<file path="src/rtl/six_digit_display_scanner_if.sv">
// Bus between the lock controller and the six-digit display scanner.
// The dp_mask signal exists only when SCANNER_DP_EN is defined.
interface six_digit_display_scanner_if;
    logic [3:0] d1;
    logic [3:0] d2;
    logic [3:0] d3;
    logic [3:0] d4;
    logic [3:0] d5;
    logic [3:0] d6;
    logic       hide;
    logic       blink;
`ifdef SCANNER_DP_EN
    logic [5:0] dp_mask;
`endif
    logic [7:0] seg;
    logic [5:0] an;
    logic       frame_tick;

`ifdef SCANNER_DP_EN
    modport master (
        output d1, d2, d3, d4, d5, d6, hide, blink, dp_mask,
        input  seg, an, frame_tick
    );
    modport slave (
        input  d1, d2, d3, d4, d5, d6, hide, blink, dp_mask,
        output seg, an, frame_tick
    );
`else
    modport master (
        output d1, d2, d3, d4, d5, d6, hide, blink,
        input  seg, an, frame_tick
    );
    modport slave (
        input  d1, d2, d3, d4, d5, d6, hide, blink,
        output seg, an, frame_tick
    );
`endif
endinterface

</file>
<file path="src/rtl/six_digit_display_scanner.sv">
// Six-digit common-anode display scanner: frame snapshot, 7-seg decode, dead-time, blink.
// Optional macro SCANNER_DP_EN adds a per-digit decimal-point mask latched with the snapshot.
module six_digit_display_scanner #(
    parameter int SCAN_DIV     = 50000,
    parameter int DEAD         = 500,
    parameter int BLINK_FRAMES = 64,
    parameter int DIV_W        = 16
) (
    input logic                        clk,
    input logic                        clr_n,
    six_digit_display_scanner_if.slave bus
);

    localparam int FC_W = (BLINK_FRAMES > 1) ? $clog2(BLINK_FRAMES) : 1;

    typedef enum logic {
        ST_BLANK = 1'b0,
        ST_DRIVE = 1'b1
    } state_t;

    // Counters hold the index of the cycle about to start, so every output
    // register loaded at an edge already shows that cycle's value.
    logic [DIV_W-1:0] r_div;
    logic [2:0]       r_slot;
    state_t           r_state;
    state_t           w_state_next;

    logic [3:0]       r_snap [6];
    logic             r_hide;
`ifdef SCANNER_DP_EN
    logic [5:0]       r_dp;
`endif

    logic [FC_W-1:0]  r_fcnt;
    logic             r_phase;
    logic             r_blink_l;
    logic             r_force;

    logic [7:0]       r_seg;
    logic [5:0]       r_an;
    logic             r_tick;

    logic             w_last;
    logic             w_frame_start;
    logic [3:0]       w_code;
    logic             w_hide_cur;
    logic             w_dp_bit;
    logic [FC_W-1:0]  w_fcnt_next;
    logic             w_phase_next;
    logic             w_blink_l_next;
    logic             w_force_next;
    logic             w_drive;
    logic [7:0]       w_seg_next;
    logic [5:0]       w_an_next;

    function automatic logic [6:0] decode(input logic [3:0] code, input logic hide);
        logic [6:0] pat;
        case (code)
            4'd0:    pat = 7'h40;
            4'd1:    pat = 7'h79;
            4'd2:    pat = 7'h24;
            4'd3:    pat = 7'h30;
            4'd4:    pat = 7'h19;
            4'd5:    pat = 7'h12;
            4'd6:    pat = 7'h02;
            4'd7:    pat = 7'h78;
            4'd8:    pat = 7'h00;
            4'd9:    pat = 7'h10;
            4'd14:   pat = 7'h06;
            4'd15:   pat = 7'h7F;
            default: pat = 7'h3F;
        endcase
        if (hide && (code < 4'd14)) begin
            pat = 7'h3F;
        end
        return pat;
    endfunction

    assign w_last        = (r_div == DIV_W'(SCAN_DIV - 1));
    assign w_frame_start = (r_slot == 3'd0) && (r_div == '0);

    always_ff @(posedge clk or negedge clr_n) begin
        if (!clr_n) begin
            r_div  <= '0;
            r_slot <= 3'd0;
        end else if (w_last) begin
            r_div  <= '0;
            r_slot <= (r_slot == 3'd5) ? 3'd0 : r_slot + 3'd1;
        end else begin
            r_div  <= r_div + 1'b1;
        end
    end

    // At a frame start the fresh bus values are used directly, so slot 0 is
    // correct even when there is no dead time.
    always_comb begin
        w_code     = r_snap[r_slot];
        w_hide_cur = r_hide;
        if (w_frame_start) begin
            w_code     = bus.d1;
            w_hide_cur = bus.hide;
        end
    end

`ifdef SCANNER_DP_EN
    always_comb begin
        w_dp_bit = ~r_dp[r_slot];
        if (w_frame_start) begin
            w_dp_bit = ~bus.dp_mask[0];
        end
    end
`else
    assign w_dp_bit = 1'b1;
`endif

    always_ff @(posedge clk or negedge clr_n) begin
        if (!clr_n) begin
            for (int i = 0; i < 6; i++) begin
                r_snap[i] <= 4'hF;
            end
            r_hide <= 1'b0;
        end else if (w_frame_start) begin
            r_snap[0] <= bus.d1;
            r_snap[1] <= bus.d2;
            r_snap[2] <= bus.d3;
            r_snap[3] <= bus.d4;
            r_snap[4] <= bus.d5;
            r_snap[5] <= bus.d6;
            r_hide    <= bus.hide;
        end
    end

`ifdef SCANNER_DP_EN
    always_ff @(posedge clk or negedge clr_n) begin
        if (!clr_n) begin
            r_dp <= 6'h00;
        end else if (w_frame_start) begin
            r_dp <= bus.dp_mask;
        end
    end
`endif

    // The frame counter only advances when the previous frame also began with
    // blink high, so the first blinking frame starts a full lit half-period.
    always_comb begin
        w_fcnt_next    = r_fcnt;
        w_phase_next   = r_phase;
        w_blink_l_next = r_blink_l;
        w_force_next   = r_force;
        if (!bus.blink) begin
            w_fcnt_next  = '0;
            w_phase_next = 1'b0;
        end
        if (w_frame_start) begin
            if (bus.blink && r_blink_l) begin
                if (r_fcnt == FC_W'(BLINK_FRAMES - 1)) begin
                    w_fcnt_next  = '0;
                    w_phase_next = ~r_phase;
                end else begin
                    w_fcnt_next  = r_fcnt + 1'b1;
                end
            end
            w_blink_l_next = bus.blink;
            w_force_next   = bus.blink && w_phase_next;
        end
    end

    always_ff @(posedge clk or negedge clr_n) begin
        if (!clr_n) begin
            r_fcnt    <= '0;
            r_phase   <= 1'b0;
            r_blink_l <= 1'b0;
            r_force   <= 1'b0;
        end else begin
            r_fcnt    <= w_fcnt_next;
            r_phase   <= w_phase_next;
            r_blink_l <= w_blink_l_next;
            r_force   <= w_force_next;
        end
    end

    always_ff @(posedge clk or negedge clr_n) begin
        if (!clr_n) begin
            r_state <= ST_BLANK;
        end else begin
            r_state <= w_state_next;
        end
    end

    always_comb begin
        w_state_next = r_state;
        w_drive      = 1'b0;
        w_an_next    = 6'h3F;
        w_seg_next   = 8'hFF;
        case (r_state)
            ST_BLANK: begin
                if (r_div == DIV_W'(DEAD)) begin
                    w_state_next = ST_DRIVE;
                end
            end
            ST_DRIVE: begin
                if ((r_div == '0) && (DEAD != 0)) begin
                    w_state_next = ST_BLANK;
                end
            end
            default: w_state_next = ST_BLANK;
        endcase
        w_drive = (w_state_next == ST_DRIVE);
        if (w_drive) begin
            w_seg_next = {w_dp_bit, decode(w_code, w_hide_cur)};
            if (!w_force_next) begin
                w_an_next = ~(6'b000001 << r_slot);
            end
        end
    end

    always_ff @(posedge clk or negedge clr_n) begin
        if (!clr_n) begin
            r_seg  <= 8'hFF;
            r_an   <= 6'h3F;
            r_tick <= 1'b0;
        end else begin
            r_seg  <= w_seg_next;
            r_an   <= w_an_next;
            r_tick <= w_frame_start;
        end
    end

    assign bus.seg        = r_seg;
    assign bus.an         = r_an;
    assign bus.frame_tick = r_tick;

endmodule

</file>
<file path="src/flat_wrapper.sv">
// flat-port wrapper written by rule: the top's interface ports become plain ports
module six_digit_display_scanner_flat 
#(
    parameter int SCAN_DIV     = 50000,
    parameter int DEAD         = 500,
    parameter int BLINK_FRAMES = 64,
    parameter int DIV_W        = 16
)
  (clk, clr_n, bus_d1, bus_d2, bus_d3, bus_d4, bus_d5, bus_d6, bus_hide, bus_blink, bus_seg, bus_an, bus_frame_tick);
  six_digit_display_scanner_if bus_i ();
  input logic clk;
  input logic clr_n;
  input wire logic [$bits(bus_i.d1)-1:0] bus_d1;
  input wire logic [$bits(bus_i.d2)-1:0] bus_d2;
  input wire logic [$bits(bus_i.d3)-1:0] bus_d3;
  input wire logic [$bits(bus_i.d4)-1:0] bus_d4;
  input wire logic [$bits(bus_i.d5)-1:0] bus_d5;
  input wire logic [$bits(bus_i.d6)-1:0] bus_d6;
  input wire logic [$bits(bus_i.hide)-1:0] bus_hide;
  input wire logic [$bits(bus_i.blink)-1:0] bus_blink;
  output wire logic [$bits(bus_i.seg)-1:0] bus_seg;
  output wire logic [$bits(bus_i.an)-1:0] bus_an;
  output wire logic [$bits(bus_i.frame_tick)-1:0] bus_frame_tick;
  assign bus_i.d1 = bus_d1;
  assign bus_i.d2 = bus_d2;
  assign bus_i.d3 = bus_d3;
  assign bus_i.d4 = bus_d4;
  assign bus_i.d5 = bus_d5;
  assign bus_i.d6 = bus_d6;
  assign bus_i.hide = bus_hide;
  assign bus_i.blink = bus_blink;
  assign bus_seg = bus_i.seg;
  assign bus_an = bus_i.an;
  assign bus_frame_tick = bus_i.frame_tick;
  six_digit_display_scanner #(.SCAN_DIV(SCAN_DIV), .DEAD(DEAD), .BLINK_FRAMES(BLINK_FRAMES), .DIV_W(DIV_W)) u_core (.clk(clk), .clr_n(clr_n), .bus(bus_i));
endmodule
</file>
<file path="config.mk">
export PLATFORM = sky130hd
export DESIGN_NAME = six_digit_display_scanner_flat
export DESIGN_NICKNAME = d
export VERILOG_FILES = /design/src/rtl/six_digit_display_scanner_if.sv /design/src/rtl/six_digit_display_scanner.sv /design/src/flat_wrapper.sv
export SDC_FILE = /design/constraint.sdc
export NUM_CORES = 1
export LEC_CHECK = 0
export ABC_AREA = 0
export ABC_CLOCK_PERIOD_IN_PS = 4200
export CAP_MARGIN = 25
export CORE_ASPECT_RATIO = 0.5
export CORE_MARGIN = 4
export CORE_UTILIZATION = 55
export CTS_BUF_LIST = sky130_fd_sc_hd__clkbuf_8
export DETAILED_ROUTE_END_ITERATION = 7
export PLACE_DENSITY = 0.77
export SLEW_MARGIN = 20
export SYNTH_ARGS = -nofsm -noshare
export SYNTH_HDL_FRONTEND = slang
export SYNTH_SLANG_ARGS = --single-unit
export TNS_END_PERCENT = 100
</file>
<file path="constraint.sdc">
create_clock -name clk -period 4.2 [get_ports clk]
set_input_delay 0.63 -clock clk [delete_from_list [all_inputs] [get_ports clk]]
set_output_delay 0.63 -clock clk [all_outputs]
set_load 0.01 [all_outputs]
</file>
==> flow_summary_export.csv <==
group,metric,value,unit
logic_synthesis,count_of_cell_types_in_the_netlist,53,
power_and_ir_drop,power.leakage,0.00173,uW
routing,dr.first_iter.drc_count,234,
routing,route.vias.total,2440,
routing,viasPerCell,5.36,
clock_network,worstSkewPairLatency,350,ps
worst_setup_path,arrival_time_worst_endpoint,3360,ps
sta,rsz0062_at_grt,"no",
global_route,globalRoute.totalOverflow,0,
clock_network,cts_hold_buf,0,
power_and_ir_drop,power_report.internal_total,927,uW
die,floorplan.die.height,63.0,um
clock_network,postCtsSetupBuffers,0,
routing,post-route-drc-count,0,
place,globalplace.congestion,0.863,
place,dp.final_hpwl,4680,um
clock_network,cts.sink_count,68,
die,initial_core_util,58.8,%
clock_network,cts_inserted_buffers,9,
run,max_cap_viol_count,0,
cells_and_area,antenna-diode-count,0,
clock_network,post_cts_resize_count,0,
sta,max_clock_freq,322,MHz
worst_setup_path,cp-start-kind,"flop",
logic_synthesis,synthesis.nets,371,
worst_setup_path,timing_worst_setup_path_type,"flop to flop",
worst_setup_path,worstPathRequired,4460,ps
power_and_ir_drop,pwr-share-clk,37.6,%
logic_synthesis,yosys_most_used_dff,"dfstp_2",
die,top_level_pins,43,
sta,max-slew-margin-rel,56.9,%
logic_synthesis,netlist_area,3320,um2
clock_network,ctsRootBufferMaster,"clkbuf_8",
power_and_ir_drop,power.density,311,nW/um2
sta,timing.final.max_slew_violations,0,
cells_and_area,final_net_count,412,
sta,final.min_clock_period,3100,ps
logic_synthesis,netlist_instances,336,
worst_setup_path,timing.critical_path.fanout_max,31,
global_route,grt_max_degree,49,
logic_synthesis,edff_count_synth,0,
sta,worst_setup_skew_after_layout,13.7,ps
min_path,holdCritPathClass,"primary input to async pin",
die,design.die.area,7430,um2
die,die_w,118,um
sta,final-setup-viol-count,0,
cells_and_area,finish.utilization,69.8,%
power_and_ir_drop,switching_power,300,uW
cells_and_area,mostFrequentLayoutCells,"98 x nand2_1, 40 x clkdlybuf4s50_1, 37 x dfstp_2, 31 x dfrtp_1, 21 x nor2_1",
status,status,"finished clean",
routing,drt-total-wl,6430,um
routing,count_of_tritonroute_iterations_in_the_first_routing_pass,4,
cells_and_area,syn2layout_area_growth,18.7,%
global_route,antenna_found_initial,0,
place,io_buffers,41,
power_and_ir_drop,power.share.switching,24.4,%
die,placeableCoreArea,5660,um2
logic_synthesis,postSynthAreaPerCell,9.89,um2
cells_and_area,layout_commonest_cell,"nand2_1",
power_and_ir_drop,p_seq_share,55.8,%
routing,final_antenna_net_count,0,
sta,final_hold_viol_count,0,
routing,routedWlPerCell,14.1,um
power_and_ir_drop,vdd.ir_drop.worst,206,uV
place,dpl_cell_area,3780,um2
power_and_ir_drop,comb_power_share,6.5,%
sta,finalCritPeriodShare,73.9,%
clock_network,htree_num_levels,3,
logic_synthesis,synth.ff_latch_count,68,
die,floorplan.rows,19,
logic_synthesis,synth_sequential_area_ratio,52.6,%
clock_network,cts_tree,"built",
sta,slew_of_the_pin_with_the_lowest_slew_margin,646,ps
cells_and_area,fin_area,3950,um2
global_route,overall_global_routing_usage,18.7,%
clock_network,path_clk_slew,80,ps
logic_synthesis,synth-async-reset-ratio,100,%
global_route,grt_pass1_wl,11300,um
clock_network,clk_buf_depth,2,
sta,totalNegativeSetupSlack,0,ps
worst_setup_path,timing.reg2reg.worst_path_depth,8,
logic_synthesis,yosys_warnings,0,
global_route,grt_pass1_vias,2441,
cells_and_area,layout-drive-gt1-share,20.2,%
worst_setup_path,endpoint_kind,"flop",
critical path, cell delays in order, from the launching register on:
cell and delay, ps:
dfrtp_1 610, nor3_1 530, nand4_4 510, mux2_4 510, clkinv_2 90, ha_1 200
mux2i_1 100, a221oi_2 350, o21ai_1 120
area by class of cell:
class	instances	area, um2
tap	73	91.3
clock buffer	9	124
inverter	9	35.0
fill	447	1710
multi-input combinational	245	1480
timing repair buffer	44	430
sequential	68	1750
clock inverter	7	43.8
state kept, by name, indices dropped and copies added (netlist names), 3 cells and up:
name            count
u_core.r_fcnt       6
u_core.bus.seg      7
u_core.r_snap      24
u_core.r_div       16
u_core.r_slot       3
u_core.bus.an       6
worst paths after layout:
path	start	end	slack [ps]
max	u_core.r_slot[0]	u_core.bus.seg[3]	1100
min	clr_n	u_core.r_div[10]	290
max in group asynchronous	clr_n	u_core.bus.seg[5]	3160
min in group clk	u_core.r_snap[14]	u_core.r_snap[14]	450
min reg2reg	u_core.r_snap[14]	u_core.r_snap[14]	450
max reg2reg	u_core.r_slot[0]	u_core.bus.seg[3]	1100
power by group through the flow:
stage	clock [uW]	sequential (uW)	combinational, uW
after floorplan	0	694	33.7
after global placement	0	696	76.1
after detailed placement	0	696	80.7
after CTS	475	685	80.9
after global routing	506	687	88.8
final	462	685	80.0
metal layers:
| metal | vias to the layer above | share of wire [%] | GRT usage [%] |
|---|---|---|---|
| met5 | - | 0 | 0 |
| met4 | 0 | 0.98 | 4.38 |
| met3 | 7 | 4.9 | 5.24 |
| met2 | 57 | 48 | 31.1 |
| met1 | 1172 | 46 | 24.7 |
| li1 | 1204 | - | - |
cell families after synthesis:
kind of cell | after synthesis | share of synthesized area [%]
multiplexers | 15 | 7.23
AND/OR/NAND/NOR | 170 | 23.3
buffers and inverters | 23 | 3.05
adder cells (fa/ha/maj) | 7 | 2.63
flip-flops | 68 | 52.6
XOR/XNOR | 17 | 4.48
other | 1 | 0.113
AO/OA/AOI/OAI | 35 | 6.59
cell usage after synthesis, types with 2 or more instances:
library cell	count	share of area (%)
nand2_1	98	11
dfstp_2	37	29
dfrtp_1	31	23
nor2_1	21	2.4
nand3_1	13	2.0
xor2_1	11	2.9
o21ai_0	10	1.5
clkbuf_1	8	0.90
ha_1	7	2.6
a21oi_1	6	0.90
inv_1	6	0.68
nor3_1	6	0.90
o21ai_1	6	0.90
xnor2_1	6	1.6
mux2i_1	5	1.5
nor2b_1	5	0.94
and3_1	4	0.75
mux4_2	4	2.7
nand4_1	4	0.75
and2_1	3	0.56
nor4_1	3	0.56
or3_1	3	0.56
a21boi_0	2	0.45
buf_1	2	0.23
buf_2	2	0.30
inv_2	2	0.23
mux2_4	2	0.90
mux2i_4	2	1.4
nand3b_1	2	0.45
o211ai_1	2	0.45
through the flow:
stage,hold WS [ps],setup slack (ps),std cells,power (uW)
3_3_place_gp,442,1250,439,772
4_1_cts,456,1080,455,1240
6_report,291,1100,455,1230
3_5_place_dp,445,1090,439,777
5_1_grt,330,798,455,1280
2_1_floorplan,334,1650,336,727
Note: power is estimated with default switching activity, not from simulation.
